**src/rtl/square_bounce.sv**
```systemverilog
// square_bounce: square sprite that moves inside the playfield supplied by the
// border stage and bounces off its edges.
//   i_clk, i_rst       clock, asynchronous active-high reset
//   i_ani_stb          one-cycle animation strobe per frame
//   i_animate          motion enable (square frozen when low)
//   i_bl/i_br/i_bt/i_bb  playfield inner edges (min x, max x, min y, max y)
//   o_l/o_r/o_t/o_b    square edges derived from the centre position
//   o_hit              one-cycle pulse on any border contact
//   o_corner           one-cycle pulse when both axes make contact together
//   o_hit_cnt          wrapping count of contact steps
module square_bounce #(
  parameter int unsigned H_SIZE = 20,
  parameter int unsigned IX     = 320,
  parameter int unsigned IY     = 240,
  parameter int unsigned IX_DIR = 1,
  parameter int unsigned IY_DIR = 1,
  parameter int unsigned SPEED  = 1
) (
  input  logic        i_clk,
  input  logic        i_rst,
  input  logic        i_ani_stb,
  input  logic        i_animate,
  input  logic [11:0] i_bl,
  input  logic [11:0] i_br,
  input  logic [11:0] i_bt,
  input  logic [11:0] i_bb,
  output logic [11:0] o_l,
  output logic [11:0] o_r,
  output logic [11:0] o_t,
  output logic [11:0] o_b,
  output logic        o_hit,
  output logic        o_corner,
  output logic [7:0]  o_hit_cnt
);

  localparam int unsigned W  = 12;
  localparam int unsigned CW = W + 1;

  localparam logic [CW-1:0] C_H  = CW'(H_SIZE);
  localparam logic [CW-1:0] C_S  = CW'(SPEED);
  localparam logic [CW-1:0] C_2H = CW'(2 * H_SIZE);
  localparam logic [W-1:0]  P_H  = W'(H_SIZE);
  localparam logic [W-1:0]  P_S  = W'(SPEED);

  logic [W-1:0] r_x, r_y;
  logic         r_x_dir, r_y_dir;

  logic [W-1:0] w_x_nxt, w_y_nxt;
  logic         w_x_dir_nxt, w_y_dir_nxt;
  logic         w_h_contact, w_v_contact;
  logic         w_step;

  // One axis step: returns {contact, next_dir, next_pos}. Comparisons are done
  // on 13-bit zero-extended values so edge sums never wrap.
  function automatic logic [W+1:0] axis_step(
    input logic [W-1:0] pos,
    input logic         dir,
    input logic [W-1:0] lo,
    input logic [W-1:0] hi
  );
    logic [W-1:0] n_pos;
    logic         n_dir;
    logic         hit;
    n_pos = pos;
    n_dir = dir;
    hit   = 1'b0;
    // A playfield narrower than the square freezes the axis entirely.
    if ({1'b0, hi} >= {1'b0, lo} + C_2H) begin
      if (dir) begin
        if ({1'b0, pos} + C_S + C_H >= {1'b0, hi}) begin
          n_pos = hi - P_H;
          n_dir = 1'b0;
          hit   = 1'b1;
        end else begin
          n_pos = pos + P_S;
        end
      end else begin
        if ({1'b0, pos} <= {1'b0, lo} + C_H + C_S) begin
          n_pos = lo + P_H;
          n_dir = 1'b1;
          hit   = 1'b1;
        end else begin
          n_pos = pos - P_S;
        end
      end
    end
    return {hit, n_dir, n_pos};
  endfunction

  assign w_step = i_ani_stb & i_animate;

  // Candidate next position/direction for both axes.
  always_comb begin
    {w_h_contact, w_x_dir_nxt, w_x_nxt} = axis_step(r_x, r_x_dir, i_bl, i_br);
    {w_v_contact, w_y_dir_nxt, w_y_nxt} = axis_step(r_y, r_y_dir, i_bt, i_bb);
  end

  // Position, direction and contact reporting registers.
  always_ff @(posedge i_clk or posedge i_rst) begin
    if (i_rst) begin
      r_x       <= W'(IX);
      r_y       <= W'(IY);
      r_x_dir   <= 1'(IX_DIR);
      r_y_dir   <= 1'(IY_DIR);
      o_hit     <= 1'b0;
      o_corner  <= 1'b0;
      o_hit_cnt <= 8'd0;
    end else if (w_step) begin
      r_x      <= w_x_nxt;
      r_y      <= w_y_nxt;
      r_x_dir  <= w_x_dir_nxt;
      r_y_dir  <= w_y_dir_nxt;
      o_hit    <= w_h_contact | w_v_contact;
      o_corner <= w_h_contact & w_v_contact;
      if (w_h_contact | w_v_contact) begin
        o_hit_cnt <= o_hit_cnt + 8'd1;
      end
    end else begin
      o_hit    <= 1'b0;
      o_corner <= 1'b0;
    end
  end

  // Edges follow the registered centre directly.
  assign o_l = r_x - P_H;
  assign o_r = r_x + P_H;
  assign o_t = r_y - P_H;
  assign o_b = r_y + P_H;

endmodule

```
**config.mk**
```make
export PLATFORM = sky130hd
export DESIGN_NAME = square_bounce
export DESIGN_NICKNAME = d
export VERILOG_FILES = /design/src/rtl/square_bounce.sv
export SDC_FILE = /design/constraint.sdc
export NUM_CORES = 1
export LEC_CHECK = 0
export CORE_MARGIN = 10
export CORE_UTILIZATION = 40
export CTS_CLUSTER_SIZE = 30
export DETAILED_ROUTE_END_ITERATION = 7
export PLACE_DENSITY = 0.63
export SLEW_MARGIN = 10
export SYNTH_ARGS = -nofsm -noshare
export SYNTH_HDL_FRONTEND = slang
export SYNTH_SLANG_ARGS = --single-unit
export TNS_END_PERCENT = 1
```
**constraint.sdc**
```tcl
create_clock -name i_clk -period 7.3 [get_ports i_clk]
set_clock_uncertainty 0.05 [all_clocks]
set_input_delay 1.825 -clock i_clk [delete_from_list [all_inputs] [get_ports i_clk]]
set_output_delay 1.825 -clock i_clk [all_outputs]
set_load 0.03 [all_outputs]
```
==> metrics.yaml, run 1 <==
tightest_slew_ps: 1160
grt_antenna_before_repair: 0
io_pins: 110
fp.dieW_um: 150
first_global_vias: 6238
std_cell_rows: 47
worst_slack_ps: 1510
fillCellCount: 1687
relSlewSlack: 0.225
synth-edff-count: 0
synthTopCellsByArea: "ha_1 (18%), xnor2_1 (12%), dfrtp_1 (10%), xor2_1 (7.4%), nor2_1 (5.3%)"
slew_violations: 0
r2r_end: "o_hit_cnt[1]"
gp_congestion: 0.891
p_per_area_nw_per_um2: 422
core_area_um2: 16600
grt_usage: 0.175
leakage_nw: 3.35
crit_buf_inv: 2
synth_cells: 893
worstSetupEndpoint: "o_hit_cnt[1]"
synthTopCellsByCount: "ha_1 (97), nor2_1 (96), xnor2_1 (96), nand2_1 (65), a21oi_1 (63)"
fmax_mhz: 173
postCtsHoldBufs: 0
cts_buffers: 5
period_share: 0.793
crit_required_ps: 7420
die-area_um2: 22500
drc: 0
syn_area_um2: 6770
clkTransAtPathRegs_ps: 60
ys_types: 65
yosys.area.top_type_share: 0.179
ctsHtreeMaxLevel: 2
insertion_delay_ps: 280
critPathArrivalTime_ps: 5900
synthToLayoutAreaGrowth_pct: 17.8
power.share.clock: 0.068
hp-class: "reg2reg"
ys_ff_latch: 36
swShare: 0.552
hpwl_um: 16000
drt_iter0_markers: 414
worstSetupStartpoint: "i_bl[2]"
pwr-share-seq: 0.191
r2r_start: "r_x[2]"
nets: 1093
pre_cts_ws_ps: 1240
ys.flop_type: "dfrtp_1"
cts_sinks: 36
hp-start: "o_hit_cnt[7]"
vias_per_cell: 5.46
status: "complete, no violations"
grt_max_degree: 37
post_route_cells_drive_above_1_share: 0.0455
cts_resized: 0
yosys.area.top_type: "ha_1"
synth_fp_nets: 1042
grt_pass1_wl_um: 32600
tns_ps: 0
crit_path_cell_trace: "clkdlybuf4s50_1 -> inv_1 -> ha_1 -> a211o_1 -> and2_1 -> nand3_1 -> xor2_1 -> ha_1 -> nand3_1 -> nor2_1 -> a2111oi_0 -> a21oi_2 -> mux2_2 -> o32ai_4 -> mux2_4"
critPathLaunchType: "input port"
start_util: 0.408
vias: 6358
path_depth: 15
rrSetupSlack_ps: 2870
cts_tree: "built"
fin_crit_ps: 5790
timing.max_cap.violations: 0
drtAntennaViolNets: 0
critPathCaptureType: "flop"
clock_path_buffers: 2
dr.pass1.iters: 5
synth_warnings: 0
cts_root_buffer: "clkbuf_16"
setup_violations: 0
p_comb_frac: 0.740
wire_per_inst_um: 17.3
slowest_delay_ps: 540
ys_seq_area_frac: 0.135
crit_path_max_fanout: 25
internal_power_mw: 1.51
rsz0062_at_grt: "no"
p_switching_mw: 1.86
yosysMostFrequentCell: "ha_1"
antennaDiodeCount: 0
synth.avg_cell_area_um2: 7.58
post_cts_buffers: 0
async_flop_share: 1.00
peakVddDrop_mv: 0.480
fp.dieH_um: 150
hold_path_depth: 1
setup.worst_path.class: "in2reg"
totalWireLength_um: 20200
grt_overflow: 0
cp_top_family: "compound AO/OA/AOI/OAI gates"
slowest_stage: "clkdlybuf4s50_1"
r2r_cells: 13
io_buffers: 109
finalHoldViolations: 0
[placed cells by master, fill, tap and decap left out, types with 6 or more instances in the layout]
cell type          n
a211o_1            8
inv_1             52
a21oi_1           63
or3_1              7
nand4_1           25
dfrtp_1           28
nor3_1            24
xnor2_1           96
nand2_1           65
ha_1              97
nor2_1            96
a21o_1             7
o211ai_1           8
nor2b_1            7
o21ai_0           49
nand2b_1           6
nand3_1           19
xor2_1            57
and3_1             7
a211oi_1          16
clkdlybuf4s50_1  109
dfstp_2            8
mux2i_1            8
[per-layer routing]
| layer | share of wire | up-vias | GRT usage |
|---|---|---|---|
| met2 | 0.47 | 161 | 0.291 |
| met3 | 0.057 | 17 | 0.0254 |
| met1 | 0.47 | 2973 | 0.241 |
| met4 | 0.0067 | 0 | 0.0194 |
| met5 | 0 | - | 0 |
| li1 | - | 3207 | - |
[power groups by stage]
stage	sequential, mW	combinational, mW	clock, mW
final	0.643	2.49	0.230
after global routing	0.674	2.73	0.243
after CTS	0.637	2.50	0.231
after detailed placement	0.640	2.49	0
after global placement	0.643	2.47	0
after floorplan	0.394	1.95	0
[worst reg2reg max path, stage by stage, from the launching register on]
cell and delay (ps):
dfrtp_1 590, inv_1 210, ha_1 270, a21oi_1 210, nor2b_1 260, nor3b_1 110
xor2_1 160, ha_1 330, a21oi_1 160, a21oi_1 110, a2111oi_4 980, mux2_2 390
o32ai_4 150, mux2_4 330
[through the flow]
step           cells  power, mW   util  area (um2)  hold WS (ps)
3_5_place_dp    1157       3.13  0.471        7810           424
5_1_grt         1165       3.65  0.481        7970           452
3_3_place_gp    1157       3.12  0.471        7810           413
6_report        1165       3.36  0.481        7970           425
2_1_floorplan    893       2.35      -        6770           549
4_1_cts         1165       3.37  0.481        7970           431
[sequential cells by signal, summed over array words and instances, names as in the netlist]
| name | flops |
|---|---|
| r_y | 12 |
| o_hit | 1 |
| o_corner | 1 |
| r_x | 12 |
| r_x_dir | 1 |
| r_y_dir | 1 |
| o_hit_cnt | 8 |
[layout make-up]
cell class	instances	area, um2	area share
flip-flops and latches	36	911	0.114
multi-input cells	735	5300	0.665
repair buffers	114	1130	0.142
inverters	52	195	0.0245
clock buffers	8	156	0.0196
well taps	220	275	0.0345
[cell families after synthesis]
group / after synthesis / synth area share
buffers and inverters: 122 / 0.0826
muxes: 14 / 0.0235
DFF: 36 / 0.135
and+or+nand+nor: 280 / 0.197
adders and majority gates: 97 / 0.179
xor gates and xnor gates: 153 / 0.198
AOI/OAI and AO/OA: 191 / 0.185
[how the worst min path moves through the flow]
| stage | to | slack [ps] |
|---|---|---|
| 5_1_grt | o_hit_cnt[7] | 450 |
| 2_1_floorplan | r_y_dir | 550 |
| 4_1_cts | o_hit_cnt[7] | 430 |
| 3_5_place_dp | o_hit_cnt[7] | 420 |
| 6_report | o_hit_cnt[7] | 430 |
| 3_3_place_gp | o_hit_cnt[7] | 410 |
No activity file was read; power rests on OpenSTA's default activity.
==> run 2, diff against run 1 <==
==> constraint.sdc (replaced) <==
create_clock -name i_clk -period 5.45 [get_ports i_clk]
set_clock_uncertainty 0.05 [all_clocks]
set_input_delay 1.3625 -clock i_clk [delete_from_list [all_inputs] [get_ports i_clk]]
set_output_delay 1.3625 -clock i_clk [all_outputs]
set_load 0.03 [all_outputs]
==> run 2 against run 1 <==
Net effect:
- first-iteration DRC count decreased by 14%
- design area increased by 0.53%
- die area unchanged
- routed wire length decreased by 1.8%
- flip-flop and latch count unchanged
- clock power increased by 27%
- via count decreased by 0.85%
- critical path depth decreased by 1
- register-to-register slack got worse by 1700 ps
- clock-buffer cell count unchanged
- non-clock buffer count increased by 7
- critical path type unchanged
- highest routed layer unchanged
==> metrics.yaml, run 2 (synthesis gave the netlist of run 1 again) <==
cpMostUsedCell: "ha_1"
total_power_mw: 4.48  # was 3.36 mW
layout_common_cells: "clkdlybuf4s50_1 (109), ha_1 (97), nor2_1 (96), xnor2_1 (96), nand2_1 (65)"  # unchanged
wire_per_inst_um: 16.9  # was 17.3 um
drtAntennaViolNets: 0  # unchanged
multiInputGateArea_um2: 5300  # unchanged
drc: 0  # unchanged
grt_overflow: 0  # unchanged
crit_path_cell_trace: "clkdlybuf4s50_1 -> inv_1 -> ha_1 -> a211o_1 -> and2_1 -> nand3_1 -> xor2_1 -> ha_1 -> a21o_1 -> a2111oi_0 -> a21oi_2 -> mux2_2 -> o32ai_4 -> mux2_4"  # was clkdlybuf4s50_1 -> inv_1 -> ha_1 -> a211o_1 -> and2_1 -> nand3_1 -> xor2_1 -> ha_1 -> nand3_1 -> nor2_1 -> a2111oi_0 -> a21oi_2 -> mux2_2 -> o32ai_4 -> mux2_4
tightest_slew_ps: 802  # was 1160 ps
cts_tree: "built"  # unchanged
critPathCaptureType: "flop"  # unchanged
top_regs: "r_x (12), r_y (12), o_hit_cnt (8)"  # unchanged
r2r_start: "r_y[2]"  # was r_x[2]
hpwl_um: 16000  # about the same
setup_violations: 0  # unchanged
timing.max_cap.violations: 0  # unchanged
clock_path_buffers: 2  # unchanged
slowest_delay_ps: 550  # was 540 ps
core_area_um2: 16600  # unchanged
rsz0062_at_grt: "no"  # unchanged
cp_top_family: "compound AO/OA/AOI/OAI gates"  # unchanged
grt_antenna_before_repair: 0  # unchanged
fillCellCount: 1663  # was 1687
synthToLayoutAreaGrowth_pct: 18.4  # was 17.8%
slew_violations: 0  # unchanged
fp.dieW_um: 150  # unchanged
first_global_vias: 6158  # was 6238
antennaDiodeCount: 0  # unchanged
fmax_mhz: 206
leakage_nw: 3.38  # was 3.35 nW
ctsHtreeMaxLevel: 2  # unchanged
grt_max_degree: 37  # unchanged
critPathArrivalTime_ps: 4970  # was 5900 ps
worst_slack_ps: 589  # was 1510 ps
gp_congestion: 0.868  # was 0.891
drt_iter0_markers: 356  # was 414
slowest_stage: "clkdlybuf4s50_1"  # unchanged
start_util: 0.408  # unchanged
totalWireLength_um: 19800  # was 20200 um
vias_per_cell: 5.38  # was 5.46
status: "complete, no violations"  # unchanged
grt_usage: 0.173  # was 0.175
setup.worst_path.class: "in2reg"  # unchanged
hp-start: "o_hit_cnt[7]"  # unchanged
final_common_cell: "clkdlybuf4s50_1"  # unchanged
finalHoldViolations: 0  # unchanged
post_route_cells_drive_above_1_share: 0.0515  # was 0.0455
std_cell_rows: 47  # unchanged
fin_crit_ps: 4860
insertion_delay_ps: 280  # about the same
fp.dieH_um: 150  # unchanged
cts_sinks: 36  # unchanged
critPathLaunchType: "input port"  # unchanged
crit_required_ps: 5560  # was 7420 ps
nets: 1100  # was 1093
die-area_um2: 22500  # unchanged
seq_area_um2: 911  # unchanged
r2r_end: "o_hit_cnt[1]"  # unchanged
crit_buf_inv: 2  # unchanged
period_share: 0.892
cts_buffers: 5  # unchanged
postCtsHoldBufs: 0  # unchanged
io_pins: 110  # unchanged
peakVddDrop_mv: 0.590  # was 0.480 mV
dr.pass1.iters: 5  # unchanged
rrSetupSlack_ps: 1200  # was 2870 ps
r2r_cells: 13  # unchanged
cts_root_buffer: "clkbuf_16"  # unchanged
grt_pass1_wl_um: 32200  # was 32600 um
crit_path_max_fanout: 9  # was 25
io_buffers: 109  # unchanged
vias: 6304  # was 6358
relSlewSlack: 0.465  # was 0.225
post_cts_buffers: 0  # unchanged
pre_cts_ws_ps: 255  # was 1240 ps
clkTransAtPathRegs_ps: 50  # was 60 ps
p_per_area_nw_per_um2: 559  # was 422 nW/um2
hp-class: "reg2reg"  # unchanged
tns_ps: 0  # unchanged
hold_path_depth: 1  # unchanged
cts_resized: 0  # unchanged
min_to: "o_hit_cnt[7]"  # unchanged
## run 2: changes by cell type in the layout (fill, tap and decap cells not counted), sizes merged
cell,change
buf,+7
## run 2: metal layers
layer | track usage | wire [um] | vias up
li1 | - | - | 3208
met1 | 0.244 | 9520 | 2942
met2 | 0.274 | 8940 | 140
met3 | 0.0287 | 1140 | 14
met4 | 0.0296 | 190 | 0
met5 | 0 | 0 | -
## run 2: metrics by stage
stage          std cells  hold slack, ps  area [um2]  utilization
2_1_floorplan        893             549        6770            -
3_3_place_gp        1164             415        7870        0.474
3_5_place_dp        1164             418        7870        0.474
4_1_cts             1172             425        8010        0.483
5_1_grt             1172             435        8010        0.483
6_report            1172             416        8010        0.483
## run 2: report_power, final
group | internal (mW) | total, mW | switching (mW)
clock | 0.182 | 0.292 | 0.110
sequential | 0.399 | 0.861 | 0.462
combinational | 1.43 | 3.33 | 1.90
total | 2.01 | 4.48 | 2.47
## run 2: how the worst max path moves through the flow
stage               cells past startpoint  slack [ps]     from            to
global route                           16         260  i_bl[2]  o_hit_cnt[5]
floorplan                              13        1040  i_bl[2]  o_hit_cnt[1]
CTS                                    15         550  i_bl[2]  o_hit_cnt[6]
finish                                 14         590  i_bl[2]  o_hit_cnt[1]
detailed placement                     15         260  i_bl[2]  o_hit_cnt[6]
global placement                       14         340  i_bl[2]  o_hit_cnt[1]
## run 2: area by class of cell
type / instances / area share
inverter: 52 / 0.0244
timing repair buffer: 121 / 0.147
clock buffer: 8 / 0.0183
multi-input combinational: 735 / 0.662
sequential: 36 / 0.114
tap: 220 / 0.0344
==> run 3, diff against run 2 <==
--- a/config.mk
+++ b/config.mk
@@ -5,6 +5,7 @@
 export SDC_FILE = /design/constraint.sdc
 export NUM_CORES = 1
 export LEC_CHECK = 0
+export CAP_MARGIN = 20
 export CORE_MARGIN = 10
 export CORE_UTILIZATION = 40
 export CTS_CLUSTER_SIZE = 30
==> results of run 3 <==
Final layout, timing and power as in run 2 (identical DEF).
